**src/rtl/mac_seq_pkg.sv**
```systemverilog
// rtl/mac_seq_pkg.sv - shared state encoding and default widths for the MAC sequencer
// Purpose : state enum and default parameter values used by mac_sequencer and its interface.
// Ports   : none (package).
package mac_seq_pkg;

  localparam int DEF_NUM_WIDTH = 8;
  localparam int DEF_ACC_WIDTH = 2 * DEF_NUM_WIDTH + 1;
  localparam int DEF_CNT_WIDTH = 8;
  localparam int DEF_DRAIN_CYC = 3;

  typedef enum logic [2:0] {
    S_IDLE   = 3'd0,
    S_CLEAR  = 3'd1,
    S_ACCUM  = 3'd2,
    S_DRAIN  = 3'd3,
    S_RESULT = 3'd4
  } state_e;

endpackage

```
**src/rtl/mac_sequencer_if.sv**
```systemverilog
// rtl/mac_sequencer_if.sv - job, operand, MAC and result signals of the MAC sequencer
// Purpose : bundles the job request, operand stream, MAC drive/return and result port.
// Modports: master - job/operand source, result consumer and MAC datapath side
//           slave  - mac_sequencer side
interface mac_sequencer_if #(
  parameter int NUM_WIDTH = mac_seq_pkg::DEF_NUM_WIDTH,
  parameter int ACC_WIDTH = mac_seq_pkg::DEF_ACC_WIDTH,
  parameter int CNT_WIDTH = mac_seq_pkg::DEF_CNT_WIDTH
);
  logic                 start;
  logic [CNT_WIDTH-1:0] len;
  logic                 in_valid;
  logic                 in_ready;
  logic [NUM_WIDTH-1:0] in_a;
  logic [NUM_WIDTH-1:0] in_b;
  logic                 mac_enable;
  logic                 mac_clr;
  logic [NUM_WIDTH-1:0] mac_a;
  logic [NUM_WIDTH-1:0] mac_b;
  logic [ACC_WIDTH-1:0] mac_result;
  logic                 res_valid;
  logic                 res_ready;
  logic [ACC_WIDTH-1:0] res_data;
  logic                 busy;

  modport master (
    output start, len, in_valid, in_a, in_b, mac_result, res_ready,
    input  in_ready, mac_enable, mac_clr, mac_a, mac_b, res_valid, res_data, busy
  );

  modport slave (
    input  start, len, in_valid, in_a, in_b, mac_result, res_ready,
    output in_ready, mac_enable, mac_clr, mac_a, mac_b, res_valid, res_data, busy
  );
endinterface

```
**src/rtl/mac_seq_elem_cnt.sv**
```systemverilog
// rtl/mac_seq_elem_cnt.sv - clearable up-counter with terminal-count flag
// Purpose : counts enabled cycles; o_tc flags cnt == i_len-1. Used for elements and drain cycles.
// Ports   : clk, rst (async, active-high); i_clr (sync clear, wins over i_en); i_en (increment);
//           i_len (terminal length); o_tc (terminal count reached).
module mac_seq_elem_cnt #(
  parameter int W = 8
) (
  input  logic         clk,
  input  logic         rst,
  input  logic         i_clr,
  input  logic         i_en,
  input  logic [W-1:0] i_len,
  output logic         o_tc
);

  logic [W-1:0] r_cnt;

  always_ff @(posedge clk or posedge rst) begin
    if (rst)       r_cnt <= '0;
    else if (i_clr) r_cnt <= '0;
    else if (i_en)  r_cnt <= r_cnt + W'(1);
  end

  assign o_tc = (r_cnt == (i_len - W'(1)));

endmodule

```
**src/rtl/mac_sequencer.sv**
```systemverilog
// rtl/mac_sequencer.sv - sequences an external MAC datapath through one dot-product job
// Purpose : CLEAR the accumulator, stream LEN operand pairs, drain the MAC pipeline with
//           zero operands, then hold the sum on a valid/ready result port.
// Ports   : clk, reset (async, active-high); bus (mac_sequencer_if.slave).
//           With MAC_SEQ_PERF_EN defined: stall_cnt (ACCUM cycles without in_valid, saturating)
//           and job_cnt (accepted results, wrapping), both 16 bits.
module mac_sequencer
  import mac_seq_pkg::*;
#(
  parameter int NUM_WIDTH = DEF_NUM_WIDTH,
  parameter int ACC_WIDTH = DEF_ACC_WIDTH,
  parameter int CNT_WIDTH = DEF_CNT_WIDTH,
  parameter int DRAIN_CYC = DEF_DRAIN_CYC
) (
  input  logic          clk,
  input  logic          reset,
  mac_sequencer_if.slave bus
`ifdef MAC_SEQ_PERF_EN
  ,
  output logic [15:0]   stall_cnt,
  output logic [15:0]   job_cnt
`endif
);

  state_e               r_state;
  state_e               w_state_nxt;
  logic [CNT_WIDTH-1:0] r_len;
  logic                 r_mac_clr;
  logic [ACC_WIDTH-1:0] r_res_data;

  logic                 w_in_ready;
  logic                 w_mac_enable;
  logic [NUM_WIDTH-1:0] w_mac_a;
  logic [NUM_WIDTH-1:0] w_mac_b;
  logic                 w_hs;
  logic                 w_elem_tc;
  logic                 w_drain_tc;
  logic                 w_job_start;

  assign w_hs        = (r_state == S_ACCUM) && bus.in_valid;
  assign w_job_start = (r_state == S_IDLE) && bus.start;

  mac_seq_elem_cnt #(.W(CNT_WIDTH)) u_elem_cnt (
    .clk   (clk),
    .rst   (reset),
    .i_clr ((r_state != S_ACCUM) || (w_hs && w_elem_tc)),
    .i_en  (w_hs),
    .i_len (r_len),
    .o_tc  (w_elem_tc)
  );

  mac_seq_elem_cnt #(.W(CNT_WIDTH)) u_drain_cnt (
    .clk   (clk),
    .rst   (reset),
    .i_clr (r_state != S_DRAIN),
    .i_en  (r_state == S_DRAIN),
    .i_len (CNT_WIDTH'(DRAIN_CYC)),
    .o_tc  (w_drain_tc)
  );

  always_ff @(posedge clk or posedge reset) begin
    if (reset) r_state <= S_IDLE;
    else       r_state <= w_state_nxt;
  end

  always_comb begin
    w_state_nxt  = r_state;
    w_in_ready   = 1'b0;
    w_mac_enable = 1'b0;
    w_mac_a      = '0;
    w_mac_b      = '0;
    case (r_state)
      S_IDLE:   if (bus.start) w_state_nxt = S_CLEAR;
      S_CLEAR:  w_state_nxt = (r_len == '0) ? S_RESULT : S_ACCUM;
      S_ACCUM: begin
        w_in_ready   = 1'b1;
        // Enable only on a handshake so the MAC pipeline freezes during stalls.
        w_mac_enable = bus.in_valid;
        w_mac_a      = bus.in_a;
        w_mac_b      = bus.in_b;
        if (bus.in_valid && w_elem_tc) w_state_nxt = S_DRAIN;
      end
      S_DRAIN: begin
        // Zero operands push the last products through to the accumulator.
        w_mac_enable = 1'b1;
        if (w_drain_tc) w_state_nxt = S_RESULT;
      end
      S_RESULT: if (bus.res_ready) w_state_nxt = S_IDLE;
      default:  w_state_nxt = S_IDLE;
    endcase
  end

  // mac_clr drives the MAC reset pin, so it comes straight from a flop.
  always_ff @(posedge clk or posedge reset) begin
    if (reset) begin
      r_len      <= '0;
      r_mac_clr  <= 1'b0;
      r_res_data <= '0;
    end else begin
      r_mac_clr <= (w_state_nxt == S_CLEAR);
      if (w_job_start) r_len <= bus.len;
      if (r_state == S_CLEAR && r_len == '0)
        r_res_data <= '0;
      else if (r_state == S_DRAIN && w_drain_tc)
        r_res_data <= bus.mac_result;
    end
  end

  assign bus.in_ready   = w_in_ready;
  assign bus.mac_enable = w_mac_enable;
  assign bus.mac_clr    = r_mac_clr;
  assign bus.mac_a      = w_mac_a;
  assign bus.mac_b      = w_mac_b;
  assign bus.res_valid  = (r_state == S_RESULT);
  assign bus.res_data   = r_res_data;
  assign bus.busy       = (r_state != S_IDLE);

`ifdef MAC_SEQ_PERF_EN
  always_ff @(posedge clk or posedge reset) begin
    if (reset) begin
      stall_cnt <= '0;
      job_cnt   <= '0;
    end else begin
      if (w_job_start)
        stall_cnt <= '0;
      else if (r_state == S_ACCUM && !bus.in_valid && stall_cnt != 16'hFFFF)
        stall_cnt <= stall_cnt + 16'd1;
      if (r_state == S_RESULT && bus.res_ready)
        job_cnt <= job_cnt + 16'd1;
    end
  end
`endif

endmodule

```
**src/flat_wrapper.sv**
```systemverilog
// flat-port wrapper written by rule: the top's interface ports become plain ports
module mac_sequencer_flat import mac_seq_pkg::*;
#(
  parameter int NUM_WIDTH = DEF_NUM_WIDTH,
  parameter int ACC_WIDTH = DEF_ACC_WIDTH,
  parameter int CNT_WIDTH = DEF_CNT_WIDTH,
  parameter int DRAIN_CYC = DEF_DRAIN_CYC
)
  (clk, reset, bus_start, bus_len, bus_in_valid, bus_in_a, bus_in_b, bus_mac_result, bus_res_ready, bus_in_ready, bus_mac_enable, bus_mac_clr, bus_mac_a, bus_mac_b, bus_res_valid, bus_res_data, bus_busy);
  mac_sequencer_if #(.NUM_WIDTH(NUM_WIDTH), .ACC_WIDTH(ACC_WIDTH), .CNT_WIDTH(CNT_WIDTH)) bus_i ();
  input  logic clk;
  input  logic reset;
  input wire logic [$bits(bus_i.start)-1:0] bus_start;
  input wire logic [$bits(bus_i.len)-1:0] bus_len;
  input wire logic [$bits(bus_i.in_valid)-1:0] bus_in_valid;
  input wire logic [$bits(bus_i.in_a)-1:0] bus_in_a;
  input wire logic [$bits(bus_i.in_b)-1:0] bus_in_b;
  input wire logic [$bits(bus_i.mac_result)-1:0] bus_mac_result;
  input wire logic [$bits(bus_i.res_ready)-1:0] bus_res_ready;
  output wire logic [$bits(bus_i.in_ready)-1:0] bus_in_ready;
  output wire logic [$bits(bus_i.mac_enable)-1:0] bus_mac_enable;
  output wire logic [$bits(bus_i.mac_clr)-1:0] bus_mac_clr;
  output wire logic [$bits(bus_i.mac_a)-1:0] bus_mac_a;
  output wire logic [$bits(bus_i.mac_b)-1:0] bus_mac_b;
  output wire logic [$bits(bus_i.res_valid)-1:0] bus_res_valid;
  output wire logic [$bits(bus_i.res_data)-1:0] bus_res_data;
  output wire logic [$bits(bus_i.busy)-1:0] bus_busy;
  assign bus_i.start = bus_start;
  assign bus_i.len = bus_len;
  assign bus_i.in_valid = bus_in_valid;
  assign bus_i.in_a = bus_in_a;
  assign bus_i.in_b = bus_in_b;
  assign bus_i.mac_result = bus_mac_result;
  assign bus_i.res_ready = bus_res_ready;
  assign bus_in_ready = bus_i.in_ready;
  assign bus_mac_enable = bus_i.mac_enable;
  assign bus_mac_clr = bus_i.mac_clr;
  assign bus_mac_a = bus_i.mac_a;
  assign bus_mac_b = bus_i.mac_b;
  assign bus_res_valid = bus_i.res_valid;
  assign bus_res_data = bus_i.res_data;
  assign bus_busy = bus_i.busy;
  mac_sequencer #(.NUM_WIDTH(NUM_WIDTH), .ACC_WIDTH(ACC_WIDTH), .CNT_WIDTH(CNT_WIDTH), .DRAIN_CYC(DRAIN_CYC)) u_core (.clk(clk), .reset(reset), .bus(bus_i));
endmodule
```
**config.mk**
```make
export PLATFORM = sky130hd
export DESIGN_NAME = mac_sequencer_flat
export DESIGN_NICKNAME = d
export VERILOG_FILES = /design/src/rtl/mac_seq_pkg.sv /design/src/rtl/mac_sequencer_if.sv /design/src/rtl/mac_seq_elem_cnt.sv /design/src/rtl/mac_sequencer.sv /design/src/flat_wrapper.sv
export SDC_FILE = /design/constraint.sdc
export NUM_CORES = 1
export LEC_CHECK = 0
export CAP_MARGIN = 20
export CORE_ASPECT_RATIO = 0.5
export CORE_UTILIZATION = 44
export DETAILED_ROUTE_END_ITERATION = 10
export GPL_TIMING_DRIVEN = 0
export PLACE_DENSITY = 0.8
export SETUP_SLACK_MARGIN = 0.1
export SLEW_MARGIN = 20
export SYNTH_ARGS = -nofsm -noshare
export SYNTH_HDL_FRONTEND = slang
export SYNTH_SLANG_ARGS = --single-unit
```
**constraint.sdc**
```tcl
create_clock -name clk -period 2.79 [get_ports clk]
set_clock_uncertainty 0.15 [all_clocks]
set_input_delay 0.837 -clock clk [delete_from_list [all_inputs] [get_ports clk]]
set_output_delay 0.837 -clock clk [all_outputs]
set_load 0.005 [all_outputs]
```
== After elaboration in Yosys (flattened, before gate mapping) ==
Cells that the tools add are included.
Storage, ports and cells
  input port bits: 46
  output and inout bits: 38
  flip-flop bits (word level): 45
  logic and storage cells: 47
Cells by class
  equality and inequality tests: 9
  reduce and logical (&&, ||, !) cells: 13
  mux-type cells: 16
  $add $sub $neg: 3
Operators with widths (count)
  $mux 8: 6
  $mux 17: 2
  $add 8x1->8 const B: 2
  $mux 3: 5
  $pmux 3 s5: 1
  $eq 8x2->1 const B: 1
  $eq 8x8->1: 1
  $logic_not 8->1: 1
  $sub 8x1->8 const B: 1
  $eq 3x1->1 const B: 2
  $eq 3x2->1 const B: 2
  $logic_and 1x1->1: 6
  $ne 3x2->1 const B: 2
  $reduce_bool 2->1: 3
  $eq 3x3->1 const B: 1
  $logic_not 3->1: 1
  $reduce_bool 3->1: 1
  $pmux 1 s2: 1
  $logic_or 1x1->1: 1
  $mux 1: 1

== Depth between registers and ports, before layout ==
Gate-level depths: netlist of the first run.
  word-level depth: 6
  gate-level depth with buffers: 9
  depth with buffers taken out: 8

== Modules after synthesis ==
Synthesis of the first run repeated with hierarchy kept, for this count alone.
Unflattened totals
  cell total of the unflattened synthesis: 311
  area total of the unflattened synthesis: 2916.5 sq um
Modules (own cells, without submodules)
  mac_seq_elem_cnt: area each 729.4 sq um, seq. area each 200.2 sq um, instances 2, cells each 85
  mac_sequencer: area each 1457.6 sq um, seq. area each 725.7 sq um, instances 1, cells each 141

== Worst setup path before layout of the first run ==
No wires, ideal clock.
  path kind: input port to flip-flop
  start: in bus_in_valid
  end: reg u_core.r_state[0]
  setup slack: 0.540 ns
  setup time: 0.067 ns
  arrival: 2.033 ns
  stages on the path: 4
  required time: 2.573 ns
  path buffers: 1
  cell sequence: clkbuf_1 o2111ai_1 a2111oi_4 a221o_1
On the way
  longest elaborated chain between the ends: 3
RTL lines
  start, declared: RTL line flat_wrapper.sv:15  | input wire logic [$bits(bus_i.in_valid)-1:0] bus_in_valid;
  $logic_and 1x1->1: RTL line mac_sequencer.sv:81  | if (bus.in_valid && w_elem_tc) w_state_nxt = S_DRAIN;
  $mux 3: RTL line mac_sequencer.sv:81
  $pmux 3 s5: RTL line mac_sequencer.sv:72  | case (r_state)
  net u_core.w_state_nxt[0]: RTL line mac_sequencer.sv:26  | state_e w_state_nxt;
  end signal, assigned: RTL line mac_sequencer.sv:63  | else r_state <= w_state_nxt;
  end, declared: RTL line mac_sequencer.sv:25  | state_e r_state;
The timed path passes the listed nets, and every way through them passes these cells.
A chain may end at the register's enable or synchronous reset.

== Worst setup path after layout of the first run ==
  start: in bus_in_b[1]
  end: out bus_mac_b[1]
On the way
  longest elaborated chain between the ends: 1
RTL lines
  start, declared: RTL line flat_wrapper.sv:17  | input wire logic [$bits(bus_i.in_b)-1:0] bus_in_b;
  $mux 8: RTL line mac_sequencer.sv:72
  end, declared: RTL line flat_wrapper.sv:24  | output wire logic [$bits(bus_i.mac_b)-1:0] bus_mac_b;
No other way between the ends.

==> summary.txt, run 1 <==
syn_nets - 262
min-delay src - u_core.bus.res_data[16]
count of final hold-check violations - 0
Num Clock Sinks - 45
io pins - 84
PD cells - 888 nW/um2
via count - 1940
routability cong. - 0.795
CP Capture Type - output pin
post-synthesis mux area share - 3.43%
core area - 4660 um2
critical path class - input port to output pin
die area - 5440 um2
Max Fanout on Critical Path - 1
Worst Path Buf+Inv - 2
Die Ht - 52.7 um
RSZ-0062 raised after global routing - yes
CP Launch Type - input port
overall global routing resource usage - 21.9%
fin nets - 361
layout cells sized above 1 - 11.9%
ranking of synthesized cells by area - dfrtp_1 50%, a22o_1 6.6%, and3_1 5.0%
PortBufs - 82
Worst-Skew Late Latency - 290 ps
Final WS setup - 131 ps
Mapped Area - 2260 um2
CTS buffer count - 5
main combinational cell family by area after synthesis - simple AND/OR/NAND/NOR gates
Synth area leader - dfrtp_1
CP required - 1800 ps
DR DRC count - 0
asr flop ratio synth - 100%
vias in the first global route - 1961
Critical Path, Cell by Cell - clkdlybuf4s50_1 -> and3_1 -> dlygate4sd2_1
#FFs+latches synth - 45
initial antenna violation count - 0
reg-to-reg setup timing slack - 230 ps
register area share after synthesis - 49.8%
Hold Path Class - register to register
per-cell routed wire length - 14.6 um
CP max stage cell - clkdlybuf4s50_1
CP peak stage delay - 450 ps
fmax - 376 MHz
Post-synth EDFFs - 0
worst flop-to-flop path startpoint - u_core.r_state[1]
most frequent cells in the layout - 62 x clkdlybuf4s50_1, 44 x dfrtp_1, 18 x and3_1
most common cell after layout, fill and taps aside - clkdlybuf4s50_1
Power Total - 3000 uW
Initial Util - 48.5%
Worst Path Arrival - 1670 ps
Area Growth Syn to Fin - 49.3%
Die W - 103 um
min Tclk post-route - 2660 ps
detail-routed via count per cell - 5.15
Worst Hold Path EP - u_core.bus.res_data[16]
GRT overflow - 0
Iteration-0 DRC Markers - 46
max-cap violation count - 0
VDD IR max - 0.467 mV
final worst-path cycle share - 95.3%
diode count - 0
reg2reg path depth - 9
Antenna Violating Nets Remaining - 0
main flop type after synthesis - dfrtp_1
worst-margin pin slew - 599 ps
largest net degree at the start of global routing - 34
Max H-tree Level - 2
Max clock buf depth - 2
CTS tree - yes
Simple-Gate Fraction of Synth Area - 18.3%
Compound-Gate Fraction of Synth Area - 12.9%
Post-DP HPWL - 4.12 mm
Setup-failing EPs final - 0
Synth Area in Adders - 2.77%
status - finished, final reports clean
max_slew headroom - 59.9%
end of the worst register-to-register path - u_core.bus.res_data[8]
Yosys top cell area share - 49.8%
hold_buf cts - 0
post-synthesis xor/xnor area fraction - 9.25%
number of distinct library cells after synthesis - 42
CP top delay family - buffers and inverters
clk root buf - clkbuf_8
Routed WL - 5.49 mm
synthesized netlist cell count - 211
dpl ws - -169 ps
Fillers - 322
syn_area_per_cell - 10.7 um2
hold depth - 1
Clock transition at path regs - 80 ps
leak pwr - 0.00154 uW
Ys Warns - 0
first-pass GRT wire length - 9.00 mm
row cnt - 17
Slew Limit Fails - 0
drt pass-1 iters - 4
[cells in the mapped netlist (2+ instances only)]
| cell | n |
|---|---|
| dfrtp_1 | 45 |
| and3_1 | 18 |
| a22o_1 | 17 |
| nor2_1 | 17 |
| nand3_1 | 11 |
| xnor2_1 | 11 |
| xor2_1 | 11 |
| clkbuf_1 | 8 |
| inv_1 | 8 |
| nor3_1 | 8 |
| mux2_1 | 6 |
| nand2_1 | 6 |
| ha_1 | 5 |
| nor4_1 | 4 |
| a21oi_1 | 3 |
| nand4_1 | 3 |
| o21ai_1 | 3 |
| buf_2 | 2 |
| o21a_1 | 2 |
[power breakdown]
group / total [uW] / switching [uW] / leakage (uW) / internal (uW)
Sequential: 1080 / 203 / 0.000596 / 872
Clock: 502 / 210 / 0.0000585 / 292
Combinational: 1420 / 602 / 0.000882 / 818
[routing by layer]
metal	up-vias	track usage [%]	wire length, um
li1	950	-	-
met1	936	27.6	2470
met2	49	38.1	2760
met3	5	5.33	223
met4	0	5.40	37
met5	-	0	0
[how the worst max path moves through the flow]
stage	startpoint	endpoint	slack (ps)	cells after the start
4_1_cts	u_core.r_state[2]	bus_in_ready	100	5
3_5_place_dp	bus_in_b[5]	bus_mac_b[5]	-170	3
2_1_floorplan	bus_in_valid	u_core.r_state[0]	540	4
3_3_place_gp	bus_in_a[5]	bus_mac_a[5]	-140	3
5_1_grt	u_core.r_state[1]	u_core.bus.res_data[8]	70	9
6_report	bus_in_b[1]	bus_mac_b[1]	130	3
[cells by family (layout without fill, tap and decap cells)]
group | Yosys count | in the layout
adders and majority gates | 5 | 5
and+or+nand+nor | 76 | 76
xor gates and xnor gates | 23 | 23
DFF | 45 | 45
AOI/OAI and AO/OA | 35 | 35
buffers and inverters | 20 | 120
muxes | 7 | 7
[flip-flops by register name (all words and copies together) (netlist names)]
signal	flops
u_core.bus.mac_clr	1
u_core.u_drain_cnt.r_cnt	8
u_core.bus.res_data	17
u_core.u_elem_cnt.r_cnt	8
u_core.r_len	8
u_core.r_state	3
[layout make-up]
| class | instances | area, um2 | area share, % |
|---|---|---|---|
| buffer | 11 | 57.6 | 1.71 |
| timing repair inverter | 1 | 5.00 | 0.148 |
| timing repair buffer | 91 | 887 | 26.3 |
| clock inverter | 1 | 30.0 | 0.890 |
| tap | 66 | 82.6 | 2.45 |
| inverter | 9 | 33.8 | 1.00 |
| clock buffer | 7 | 86.3 | 2.56 |
| multi-input combinational | 146 | 1060 | 31.6 |
| sequential | 45 | 1130 | 33.4 |
[through the flow]
step	area, um2	TNS, ps	std cells	hold WS (ps)	utilization [%]
detailed placement	3180	-2170	360	335	68.3
global placement	3160	-6860	359	335	67.9
CTS	3340	0	375	358	71.8
finish	3370	0	377	356	72.4
floorplan	2260	0	211	333	-
global route	3370	0	377	367	72.4
[timing repair]
item                                   in CTS  in global routing
buffers inserted                            6                  2
setup endpoints to repair                  19                 22
endpoints found under the hold margin       0                  0
pin swaps                                   0                  1
cloned                                      1                  0
gates resized for setup                    28                 13
Power figures use the tool's default switching activity.
==> run 2: changes to the inputs <==
Settings changed: CORE_MARGIN set to 3, CTS_CLUSTER_SIZE set to 28, MAX_ROUTING_LAYER set to met4.
==> summary.txt, run 2 (synthesized netlist as in run 1, its figures left out) <==
per-cell routed wire length - 15.3 um (+5.2%)
diode count - 0 (unchanged)
DR DRC count - 0 (unchanged)
Post-DP HPWL - 4.22 mm (+2.4%)
Initial Util - 48.5% (unchanged)
die area - 6080 um2 (+12%)
row cnt - 17 (unchanged)
reg2reg path depth - 8 (-1)
Worst Hold Path EP - u_core.bus.res_data[11]
CTS tree - yes
worst flop-to-flop path startpoint - u_core.r_len[0]
clk root buf - clkbuf_8
fmax - 375 MHz (-0.21%)
max_slew headroom - 57.4% (-2.5 points)
layout cells sized above 1 - 10.5% (-1.4 points)
drt pass-1 iters - 5 (+1)
Hold Path Class - register to register
worst-margin pin slew - 637 ps (+37.9 ps)
routability cong. - 0.903 (+14%)
reg-to-reg setup timing slack - 280 ps (+50 ps)
via count - 1955 (+0.77%)
CP Capture Type - output pin
initial antenna violation count - 0 (unchanged)
max-cap violation count - 0 (unchanged)
Slew Limit Fails - 0 (unchanged)
status - finished, final reports clean
core area - 4660 um2 (unchanged)
Routed WL - 5.70 mm (+3.8%)
most frequent cells in the layout - 64 x clkdlybuf4s50_1, 44 x dfrtp_1, 18 x and3_1
Area Growth Syn to Fin - 46.7%
CP Launch Type - input port
min-delay src - u_core.bus.res_data[11]
hold_buf cts - 0 (unchanged)
PortBufs - 82 (unchanged)
GRT overflow - 0 (unchanged)
io pins - 84 (unchanged)
Die W - 107 um (+3.9%)
Worst Path Arrival - 1680 ps (about the same)
PD cells - 868 nW/um2 (-2.4%)
Layout Utilization - 71.2% (-1.3 points)
Num Clock Sinks - 45 (unchanged)
final worst-path cycle share - 95.5% (+0.20 points)
CTS buffer count - 5 (unchanged)
CP required - 1800 ps (about the same)
overall global routing resource usage - 20.5% (-1.4 points)
critical path class - input port to output pin
hold depth - 1 (unchanged)
Clock transition at path regs - 80 ps (about the same)
end of the worst register-to-register path - u_core.r_state[0]
Max Fanout on Critical Path - 1 (unchanged)
Iteration-0 DRC Markers - 143 (+210%)
Max H-tree Level - 2 (unchanged)
count of final hold-check violations - 0 (unchanged)
fin nets - 357 (-1.1%)
vias in the first global route - 1970 (+0.46%)
largest net degree at the start of global routing - 34 (unchanged)
Setup-failing EPs final - 0 (unchanged)
Max clock buf depth - 2 (unchanged)
Fillers - 350 (+8.7%)
most common cell after layout, fill and taps aside - clkdlybuf4s50_1
leak pwr - 0.00148 uW (-3.5%)
Antenna Violating Nets Remaining - 0 (unchanged)
max FFs per register - 17 (unchanged)
RSZ-0062 raised after global routing - no
Worst-Skew Late Latency - 290 ps (about the same)
min Tclk post-route - 2660 ps (+5.56 ps)
detail-routed via count per cell - 5.26 (+2.1%)
Fin Setup TNS - 0 ps (unchanged)
VDD IR max - 0.462 mV (-1.1%)
first-pass GRT wire length - 9.64 mm (+7.1%)
Die Ht - 56.7 um (+7.6%)
==> run 2: area by class of cell <==
cell class | instances | area (um2) | share of cell area (%)
plain buffers | 11 | 63.8 | 1.92
inverters | 9 | 33.8 | 1.02
well taps | 66 | 82.6 | 2.49
clock buffers | 7 | 86.3 | 2.60
repair buffers | 87 | 850 | 25.6
multi-input cells | 146 | 1070 | 32.2
repair inverters | 1 | 5.00 | 0.151
flip-flops and latches | 45 | 1130 | 34.0
==> run 2: repair_timing <==
item / in CTS / in global routing
pin swaps: 0 / 1
gates resized for setup: 30 / 7
setup endpoints to repair: 19 / 13
cloned: 1 / 0
endpoints found under the hold margin: 0 / 0
buffers inserted: 4 / 0
==> run 2: per-stage QoR <==
stage                     cells  area, um2  total power, uW  worst slack [ps]  hold WS [ps]
after floorplan             211       2260             1770               540           333
after global placement      359       3160             2420              -140           334
after detailed placement    360       3180             2460              -154           331
after CTS                   372       3310             2880               109           358
after global routing        372       3320             3100               104           380
final                       372       3320             2880               126           352
==> run 2: where the power goes <==
group          total (uW)  switching (uW)  internal (uW)
logic                1400             591            809
clock network         402             205            197
registers            1070             202            873
total                2880             998           1880
==> run 2: worst max-delay path: stages <==
cell	delay (ps)
clkdlybuf4s50_1	450
and3_1	150
dlygate4sd2_1	240
==> run 2: worst max-delay path by stage <==
| stage | cells past startpoint | from | to |
|---|---|---|---|
| 2_1_floorplan | 4 | bus_in_valid | u_core.r_state[0] |
| 3_3_place_gp | 3 | bus_in_a[5] | bus_mac_a[5] |
| 3_5_place_dp | 3 | bus_in_b[6] | bus_mac_b[6] |
| 4_1_cts | 5 | u_core.r_state[2] | bus_in_ready |
| 5_1_grt | 3 | bus_in_b[6] | bus_mac_b[6] |
| 6_report | 3 | bus_in_b[2] | bus_mac_b[2] |
==> run 2: routing by layer <==
layer  vias to the layer above  wire length [um]  global-route usage, %
li1                        941                 -                      -
met1                       942              2520                   27.1
met2                        59              2810                   32.2
met3                        13               244                   3.33
met4                         0               132                   7.19
met5                         -                 0                      -
==> edit: new RTL, settings of run 2 <==
Re-encode `state_e` (5 states) as one-hot, 5 bits wide.
--- a/src/rtl/mac_seq_pkg.sv
+++ b/src/rtl/mac_seq_pkg.sv
@@ -8,12 +8,12 @@
   localparam int DEF_CNT_WIDTH = 8;
   localparam int DEF_DRAIN_CYC = 3;
 
-  typedef enum logic [2:0] {
-    S_IDLE   = 3'd0,
-    S_CLEAR  = 3'd1,
-    S_ACCUM  = 3'd2,
-    S_DRAIN  = 3'd3,
-    S_RESULT = 3'd4
+  typedef enum logic [4:0] {
+    S_IDLE   = 5'b00001,
+    S_CLEAR  = 5'b00010,
+    S_ACCUM  = 5'b00100,
+    S_DRAIN  = 5'b01000,
+    S_RESULT = 5'b10000
   } state_e;
 
 endpackage
Check against the original RTL: same outputs for any inputs over 10 cycles, from zero or initial values and one cycle with reset high; not proved beyond that.
==> edit against run 2 <==
Sequential cell count is 2 higher. Area after synthesis increased by 4.1%. Register-to-register slack improved by 0.09 ns. Design area is 6.5% higher. Wire length up 4.6%. Worst setup slack about the same. Worst hold slack improved by 0.0046 ns. Total power shrank 26%.
==> edit: results (changes against run 2) <==
set qor(n_antenna_cell) 0 ;# unchanged
set qor(placedInstanceArea_um2) 3280 ;# +3.1%
set qor(yosys.cell_types.count) 39 ;# -7.1%
set qor(setup_slack_placement_ns) -0.587 ;# -0.433 ns
set qor(synth.cells.most_frequent) {46 x sky130_fd_sc_hd__dfrtp_1, 18 x sky130_fd_sc_hd__a22o_1, 17 x sky130_fd_sc_hd__and2_1, 14 x sky130_fd_sc_hd__nor2_1}
set qor(sinks_on_the_clock_net) 47 ;# +4.4%
set qor(clkCellAreaFrac_pct) 3.26 ;# +0.66 points
set qor(synth_sequential_area_ratio_pct) 50.1 ;# +0.22 points
set qor(crit_path_max_fanout) 4 ;# +3
set qor(num-fill-cells) 382 ;# +9.1%
set qor(postSynthNetCount) 269 ;# +2.7%
set qor(compound_cell_area_share_of_the_yosys_netlist_pct) 13.5 ;# +0.56 points
set qor(multi_input_area_share_pct) 33.1 ;# +0.92 points
set qor(detailedRoute.firstPassIterationCount) 4 ;# -1
set qor(p_per_area_nw_per_um2) 602 ;# -31%
set qor(run_status) {finished clean}
set qor(layout.non_clock_inverters) 7 ;# -3
set qor(dr.first_iter.drc_count) 163 ;# +14%
set qor(placementRows) 18 ;# +1
set qor(gp_routability_congestion) 0.809 ;# -10%
set qor(slew_at_the_pin_with_the_worst_max_slew_slack_ns) 0.506 ;# -0.131 ns
set qor(sh_seq_area_pct) 33.4 ;# -0.57 points
set qor(final_nets) 371 ;# +3.9%
set qor(final_layout_size_suffix_gt1_share_pct) 21.5 ;# +11 points
set qor(synth_xor_area_share_pct) 8.56 ;# -0.68 points
set qor(syn-instance-count) 218 ;# +3.3%
set qor(clock_power_mw) 0.506 ;# +26%
set qor(post-cts-setup-buffers) 10 ;# +6
set qor(nMultiInputCombCells) 155 ;# +6.2%
set qor(non_clock_buffer_count) 104 ;# +6.1%
set qor(signal_buffer_area_fraction_pct) 27.0 ;# -0.57 points
set qor(yosys-mux-area-fraction_pct) 3.72 ;# +0.29 points
set qor(hpwl_mm) 4.14 ;# -1.9%
set qor(drt-wirelength-per-cell_um) 15.3 ;# -0.47%
set qor(p_seq_share_pct) 42.6 ;# +5.2 points
set qor(grt_usage_pct) 19.6 ;# -0.84 points
set qor(maximum_vdd_drop_v) 0.000351 ;# -24%
set qor(post-layout-total-power_mw) 2.13 ;# -26%
set qor(power_switching_share_pct) 32.3 ;# -2.4 points
set qor(static-leakage-power_nw) 1.58 ;# +6.5%
-- edit: layer usage --
layer,vias to the layer above,share of wire [%],global-route usage (%)
met5,-,0,-
met1,1015,47,25.7
met3,5,7.1,4.23
met4,0,0.72,4.26
met2,80,45,31.8
li1,973,-,-
-- edit: critical path: stages, from the launching register on --
cell and delay (ns):
sky130_fd_sc_hd__dfstp_2 0.58, sky130_fd_sc_hd__nor3_4 0.06, sky130_fd_sc_hd__nand3b_1 0.14, sky130_fd_sc_hd__inv_2 0.08, sky130_fd_sc_hd__buf_6 0.12, sky130_fd_sc_hd__buf_4 0.14
sky130_fd_sc_hd__and2_1 0.14, sky130_fd_sc_hd__buf_2 0.12
-- edit: worst paths after layout --
| check | from | to | slack (ns) | depth (start not counted) |
|---|---|---|---|---|
| min in group asynchronous | reset | u_core.bus.res_data[15]$_DFFE_PP0P_ | 0.68 | 2 |
| max in group asynchronous | reset | u_core.r_state[0]$_DFF_PP1_ | 1.27 | 3 |
| min reg2reg | u_core.bus.res_data[11]$_DFFE_PP0P_ | u_core.bus.res_data[11]$_DFFE_PP0P_ | 0.36 | 1 |
| min | u_core.bus.res_data[11]$_DFFE_PP0P_ | u_core.bus.res_data[11]$_DFFE_PP0P_ | 0.36 | 1 |
| max reg2reg | u_core.r_len[0]$_DFFE_PP0P_ | u_core.r_state[3]$_DFF_PP0_ | 0.37 | 9 |
| max | u_core.r_state[0]$_DFF_PP1_ | bus_mac_a[5] | 0.13 | 7 |
-- edit: cell families (layout without fill, tap and decap cells) --
logic type | count (synthesis) | in the layout
multiplexers | 8 | 8
XOR/XNOR | 23 | 23
buffers and inverters | 16 | 119
AND/OR/NAND/NOR | 81 | 81
AO/OA/AOI/OAI | 38 | 38
flip-flops | 47 | 47
adder cells (fa/ha/maj) | 5 | 5
